## src/rtl/im_arb_if.sv

```systemverilog
// Bundle of the im_arb request/grant and memory-side signals.
// The arbiter uses the slave view; the CPU, loader and memory side uses the master view.
interface im_arb_if #(
   parameter int ADDR_W = 16,
   parameter int DATA_W = 16
);
   logic              fetch_req;
   logic [ADDR_W-1:0] fetch_addr;
   logic              fetch_gnt;
   logic              fetch_vld;
   logic [DATA_W-1:0] fetch_instr;

   logic              ld_req;
   logic [ADDR_W-1:0] ld_addr;
   logic [DATA_W-1:0] ld_data;
   logic              ld_gnt;
   logic              ld_err;

   logic [ADDR_W-1:0] mem_addr;
   logic              mem_rd_en;
   logic              mem_wr_en;
   logic [DATA_W-1:0] mem_wdata;
   logic [DATA_W-1:0] mem_rdata;

   modport master (
      output fetch_req, fetch_addr, ld_req, ld_addr, ld_data, mem_rdata,
      input  fetch_gnt, fetch_vld, fetch_instr, ld_gnt, ld_err,
             mem_addr, mem_rd_en, mem_wr_en, mem_wdata
   );

   modport slave (
      input  fetch_req, fetch_addr, ld_req, ld_addr, ld_data, mem_rdata,
      output fetch_gnt, fetch_vld, fetch_instr, ld_gnt, ld_err,
             mem_addr, mem_rd_en, mem_wr_en, mem_wdata
   );
endinterface

```

## src/rtl/im_arb.sv

```systemverilog
// Instruction-memory arbiter: one port shared by CPU fetches and a program loader.
// The loader wins by default; a starve counter forces a fetch grant after MAX_LD loader wins.
module im_arb #(
   parameter int ADDR_W = 16,
   parameter int DATA_W = 16,
   parameter int DEPTH  = 16384,
   parameter int MAX_LD = 4
) (
   input logic   clk,
   input logic   rst,
   im_arb_if.slave bus
);

   localparam logic [1:0] IDLE  = 2'd0;
   localparam logic [1:0] FETCH = 2'd1;
   localparam logic [1:0] LOAD  = 2'd2;

   localparam int CNT_W = (MAX_LD > 0) ? $clog2(MAX_LD + 1) : 1;
   localparam logic [CNT_W-1:0] MAX_CNT   = CNT_W'(MAX_LD);
   localparam logic [ADDR_W:0]  DEPTH_LIM = (ADDR_W + 1)'(DEPTH);

   logic [1:0]        state;
   logic [1:0]        state_nxt;
   logic [CNT_W-1:0]  starve_cnt;
   logic [CNT_W-1:0]  starve_nxt;
   logic [DATA_W-1:0] instr_hold;
   logic              ld_err_q;
   logic              grant_fetch;
   logic              grant_ld;
   logic              ld_in_range;
   logic              fetch_vld_int;

   // Grant decision; reset masks every grant regardless of requests.
   always_comb begin
      grant_fetch = 1'b0;
      grant_ld    = 1'b0;
      ld_in_range = ({1'b0, bus.ld_addr} < DEPTH_LIM);
      if (!rst) begin
         if (bus.fetch_req && (!bus.ld_req || (starve_cnt == MAX_CNT))) begin
            grant_fetch = 1'b1;
         end else if (bus.ld_req) begin
            grant_ld = 1'b1;
         end
      end
   end

   // Out-of-range loader writes are still granted but never reach memory.
   always_comb begin
      bus.fetch_gnt = grant_fetch;
      bus.ld_gnt    = grant_ld;
      bus.mem_rd_en = grant_fetch;
      bus.mem_wr_en = grant_ld && ld_in_range;
      bus.mem_addr  = '0;
      bus.mem_wdata = '0;
      if (grant_fetch) begin
         bus.mem_addr = bus.fetch_addr;
      end else if (grant_ld && ld_in_range) begin
         bus.mem_addr  = bus.ld_addr;
         bus.mem_wdata = bus.ld_data;
      end
   end

   always_comb begin
      state_nxt  = IDLE;
      starve_nxt = '0;
      if (grant_fetch) begin
         state_nxt = FETCH;
      end else if (grant_ld) begin
         state_nxt = LOAD;
      end
      if (bus.fetch_req && grant_ld) begin
         starve_nxt = (starve_cnt == MAX_CNT) ? starve_cnt : starve_cnt + 1'b1;
      end
   end

   always_ff @(posedge clk) begin
      if (rst) begin
         state      <= IDLE;
         starve_cnt <= '0;
         instr_hold <= '0;
         ld_err_q   <= 1'b0;
      end else begin
         state      <= state_nxt;
         starve_cnt <= starve_nxt;
         if (fetch_vld_int) begin
            instr_hold <= bus.mem_rdata;
         end
         if (grant_ld && !ld_in_range) begin
            ld_err_q <= 1'b1;
         end
      end
   end

   // FETCH state means last cycle granted a fetch, so read data is on mem_rdata now.
   assign fetch_vld_int   = (state == FETCH) && !rst;
   assign bus.fetch_vld   = fetch_vld_int;
   assign bus.fetch_instr = rst ? '0 : (fetch_vld_int ? bus.mem_rdata : instr_hold);
   assign bus.ld_err      = ld_err_q && !rst;

endmodule

```

## src/flat_wrapper.sv

```systemverilog
// flat-port wrapper written by rule: the top's interface ports become plain ports
module im_arb_flat 
#(
   parameter int ADDR_W = 16,
   parameter int DATA_W = 16,
   parameter int DEPTH  = 16384,
   parameter int MAX_LD = 4
)
  (clk, rst, bus_fetch_req, bus_fetch_addr, bus_ld_req, bus_ld_addr, bus_ld_data, bus_mem_rdata, bus_fetch_gnt, bus_fetch_vld, bus_fetch_instr, bus_ld_gnt, bus_ld_err, bus_mem_addr, bus_mem_rd_en, bus_mem_wr_en, bus_mem_wdata);
  im_arb_if #(.ADDR_W(ADDR_W), .DATA_W(DATA_W)) bus_i ();
  input logic clk;
  input logic rst;
  input wire logic [$bits(bus_i.fetch_req)-1:0] bus_fetch_req;
  input wire logic [$bits(bus_i.fetch_addr)-1:0] bus_fetch_addr;
  input wire logic [$bits(bus_i.ld_req)-1:0] bus_ld_req;
  input wire logic [$bits(bus_i.ld_addr)-1:0] bus_ld_addr;
  input wire logic [$bits(bus_i.ld_data)-1:0] bus_ld_data;
  input wire logic [$bits(bus_i.mem_rdata)-1:0] bus_mem_rdata;
  output wire logic [$bits(bus_i.fetch_gnt)-1:0] bus_fetch_gnt;
  output wire logic [$bits(bus_i.fetch_vld)-1:0] bus_fetch_vld;
  output wire logic [$bits(bus_i.fetch_instr)-1:0] bus_fetch_instr;
  output wire logic [$bits(bus_i.ld_gnt)-1:0] bus_ld_gnt;
  output wire logic [$bits(bus_i.ld_err)-1:0] bus_ld_err;
  output wire logic [$bits(bus_i.mem_addr)-1:0] bus_mem_addr;
  output wire logic [$bits(bus_i.mem_rd_en)-1:0] bus_mem_rd_en;
  output wire logic [$bits(bus_i.mem_wr_en)-1:0] bus_mem_wr_en;
  output wire logic [$bits(bus_i.mem_wdata)-1:0] bus_mem_wdata;
  assign bus_i.fetch_req = bus_fetch_req;
  assign bus_i.fetch_addr = bus_fetch_addr;
  assign bus_i.ld_req = bus_ld_req;
  assign bus_i.ld_addr = bus_ld_addr;
  assign bus_i.ld_data = bus_ld_data;
  assign bus_i.mem_rdata = bus_mem_rdata;
  assign bus_fetch_gnt = bus_i.fetch_gnt;
  assign bus_fetch_vld = bus_i.fetch_vld;
  assign bus_fetch_instr = bus_i.fetch_instr;
  assign bus_ld_gnt = bus_i.ld_gnt;
  assign bus_ld_err = bus_i.ld_err;
  assign bus_mem_addr = bus_i.mem_addr;
  assign bus_mem_rd_en = bus_i.mem_rd_en;
  assign bus_mem_wr_en = bus_i.mem_wr_en;
  assign bus_mem_wdata = bus_i.mem_wdata;
  im_arb #(.ADDR_W(ADDR_W), .DATA_W(DATA_W), .DEPTH(DEPTH), .MAX_LD(MAX_LD)) u_core (.clk(clk), .rst(rst), .bus(bus_i));
endmodule
```

## config.mk

```make
export PLATFORM = sky130hd
export DESIGN_NAME = im_arb_flat
export DESIGN_NICKNAME = d
export VERILOG_FILES = /design/src/rtl/im_arb_if.sv /design/src/rtl/im_arb.sv /design/src/flat_wrapper.sv
export SDC_FILE = /design/constraint.sdc
export NUM_CORES = 1
export LEC_CHECK = 0
export ABC_AREA = 1
export CORE_ASPECT_RATIO = 1.1
export CORE_UTILIZATION = 34
export CTS_CLUSTER_DIAMETER = 50
export DETAILED_ROUTE_END_ITERATION = 10
export PLACE_DENSITY = 0.92
export SETUP_SLACK_MARGIN = 0.05
export SYNTH_ARGS = -nofsm -noshare
export SYNTH_HDL_FRONTEND = slang
export SYNTH_SLANG_ARGS = --single-unit
export TNS_END_PERCENT = 10
```

## constraint.sdc

```tcl
create_clock -name clk -period 4.28 [get_ports clk]
set_input_delay 0.642 -clock clk [delete_from_list [all_inputs] [get_ports clk]]
set_output_delay 0.642 -clock clk [all_outputs]
set_load 0.005 [all_outputs]
```

==> flow_summary_export.csv <==
group,metric,value,unit
outcome,outcome,"finished clean",
clock_tree,hold_buffers,0,
logic_synthesis,syn_area_per_cell,7.03,um^2
setup_path,crit_buf_inv,2,
power,cellLeakagePower,1.10,nW
clock_tree,cts.clk_slew.worst_paths,0.07,ns
detailed_routing,postRouteWirelength,4330,um
logic_synthesis,synth_top_area_cell,"dfxtp_1",
cells_and_area,utilization,69.4,%
timing,finalCritPeriodShare,79.1,%
logic_synthesis,yosys_warnings,0,
setup_path,r2r_cells,3,
global_routing,grt_max_degree,21,
timing,tightest_slew,0.656,ns
logic_synthesis,synth_common_cells,"32 x nor2_1, 31 x nand2_1, 25 x inv_1, 22 x dfxtp_1",
logic_synthesis,syn_nets,267,
placement,dpl.hpwl,3510,um
clock_tree,post-cts-setup-buffers,0,
die,die_area,4330,um^2
detailed_routing,wire_per_inst,12.0,um
global_routing,grt_pass1_wl,6730,um
clock_tree,insertion_delay,0.25,ns
placement,gp_routability_congestion,0.761,
clock_tree,cts_buffers,3,
logic_synthesis,synth-seq-area-share,31.8,%
setup_path,cp.arrival,2.75,ns
cells_and_area,antenna_cells,0,
min_path,hold_end,"u_core.instr_hold[11]",
logic_synthesis,synth-seq-cells,22,
timing,fin_crit,3.39,ns
global_routing,antenna_found_initial,0,
power,power_density,195,nW/um^2
clock_tree,ctsResizeCount,0,
setup_path,cp.required,3.64,ns
min_path,hp-start,"u_core.instr_hold[11]",
global_routing,grt_util_all_layers,19.4,%
die,die_h,68.9,um
clock_tree,cts_tree,"yes",
logic_synthesis,netlist_top_cells_area,"dfxtp_1 32%, nor2_4 8.9%, nor2_1 8.7%",
timing,hold_viol,0,
cells_and_area,drive_gt1_share,7.44,%
logic_synthesis,netlist_instances,197,
logic_synthesis,syn_area,1390,um^2
power,peakVddDrop,0.130,mV
timing,setup_tns,0,ns
setup_path,crit_path_max_incr_delay,0.65,ns
global_routing,first_global_vias,1562,
timing,skew,0.00155,ns
detailed_routing,vias,1650,
setup_path,crit_path_end_kind,"output port",
cells_and_area,syn_to_final_growth,88.8,%
logic_synthesis,synthArstFlopShare,0,%
global_routing,grt.overflow.total,0,
setup_path,crit_chain,"clkdlybuf4s50_1 > nor2_8 > nand3_4 > nor2_1 > clkdlybuf4s50_1",
logic_synthesis,yosys.cell_types.count,25,
clock_tree,clockRootBuffer,"clkbuf_8",
setup_path,startpoint_type,"primary input",
detailed_routing,via_per_inst,4.60,
logic_synthesis,synth_top_area_share,31.8,%
logic_synthesis,synth_edf_count,0,
setup_path,rr_startpoint,"u_core.state[1]",
detailed_routing,ant_nets,0,
detailed_routing,drc,0,
die,io_pins,122,
timing,rsz0062_at_grt,"no",
setup_path,cp_common_cell,"clkdlybuf4s50_1",
setup_path,cp_slowest_cell,"clkdlybuf4s50_1",
detailed_routing,firstDrtPassIters,4,
die,row_count,23,
die,start_util,36.7,%
min_path,hp-class,"flop to flop",
setup_path,path_max_fanout,17,
cells_and_area,fin_area,2620,um^2
die,die_x,62.9,um
die,core_area,3770,um^2
min_path,whs_path_depth,2,
placement,port_buffers,121,
setup_path,r2r-end,"u_core.instr_hold[5]",
cells_and_area,nNetsFinal,380,
setup_path,worstSetupPathType,"primary input to output port",
setup_path,rrSetupSlack,2.84,ns
flow_run,max_cap_viol_count,0,
timing,worst_slack,0.893,ns
setup_path,critPathTopFamily,"buffers and inverters",
logic_synthesis,synth_ff_type,"dfxtp_1",
timing,slew_viol_final,0,
logic_synthesis,yosysMostFrequentCell,"nor2_1",
timing,slew-limit-headroom,56.2,%
clock_tree,cts.sinks,22,
placement,placement.cell_area,2560,um^2
timing,max_freq,295,MHz
clock_tree,cts_max_level,1,
placement,dp_slack,0.903,ns
clock_tree,clock_path_buffers,2,
detailed_routing,dr.first_iter.drc_count,36,
timing,setup_viol,0,
-- layer usage --
| layer | global-route usage, % | wire length (um) |
|---|---|---|
| met5 | 0 | 0 |
| met4 | 6.10 | 50 |
| met3 | 3.62 | 314 |
| met2 | 39.8 | 2330 |
| met1 | 20.2 | 1630 |
-- flip-flops by register name, summed over array words and instances (netlist names) --
register	cells
u_core.instr_hold	16
u_core.starve_cnt	3
u_core.state	2
u_core.ld_err_q	1
-- worst max path at each step --
| stage | cells past startpoint | start | end | slack, ns |
|---|---|---|---|---|
| 3_3_place_gp | 5 | rst | bus_mem_wdata[5] | 0.98 |
| 3_5_place_dp | 5 | rst | bus_mem_wdata[15] | 0.90 |
| 5_1_grt | 5 | rst | bus_mem_wdata[15] | 0.75 |
| 2_1_floorplan | 5 | rst | bus_mem_wdata[10] | 2.28 |
| 6_report | 5 | rst | bus_mem_wdata[15] | 0.89 |
| 4_1_cts | 5 | rst | bus_mem_wdata[15] | 0.89 |
-- layout by cell type, fill, tap and decap left out --
master and count:
o21ai_1 1, clkdlybuf4s50_1 121, nand2_2 2, o21ai_0 17
nor3_1 17, dfxtp_1 22, nand2_4 1, nor2_8 1
inv_2 2, nor2_4 11, xor2_1 1, nor2_1 32
nor2_2 1, clkbuf_8 4, nand2_1 31, nand4_1 14
nand3_1 1, nand3b_1 1, o21bai_1 1, nand3_4 1
ha_1 2, inv_1 25
-- cell type report --
type	count	area [um^2]
multi-input combinational	135	744
fill	338	1150
tap	50	62.6
timing repair buffer	121	1210
clock buffer	4	55.1
inverter	27	101
sequential	22	440
-- power breakdown --
group	switching [mW]	internal, mW	leakage, nW	total [mW]
Sequential	0.00470	0.214	0.180	0.219
Clock	0.0599	0.0817	0.0288	0.142
Combinational	0.0549	0.0942	0.896	0.149
Total	0.120	0.390	1.10	0.510
-- worst register-to-register path, stage by stage, from the launching register on --
cell and delay (ns):
dfxtp_1 0.74, nor2_2 0.26, o21ai_0 0.25, nor2_1 0.08
-- cell families (layout without fill, tap and decap cells) --
| family | after synthesis | after routing | share of synthesized area [%] |
|---|---|---|---|
| compound gates | 19 | 19 | 7.05 |
| xor+xnor | 1 | 1 | 0.632 |
| fa+ha+maj | 2 | 2 | 1.81 |
| buf+inv | 40 | 152 | 14.5 |
| flops | 22 | 22 | 31.8 |
| simple gates | 113 | 113 | 44.3 |
-- stage by stage --
| stage | hold WS (ns) | power (mW) | instances |
|---|---|---|---|
| 2_1_floorplan | 0.503 | 0.275 | 197 |
| 3_3_place_gp | 0.506 | 0.370 | 355 |
| 6_report | 0.532 | 0.510 | 359 |
| 4_1_cts | 0.534 | 0.517 | 359 |
| 3_5_place_dp | 0.522 | 0.373 | 355 |
| 5_1_grt | 0.579 | 0.537 | 359 |
Power figures use the tool's default switching activity.
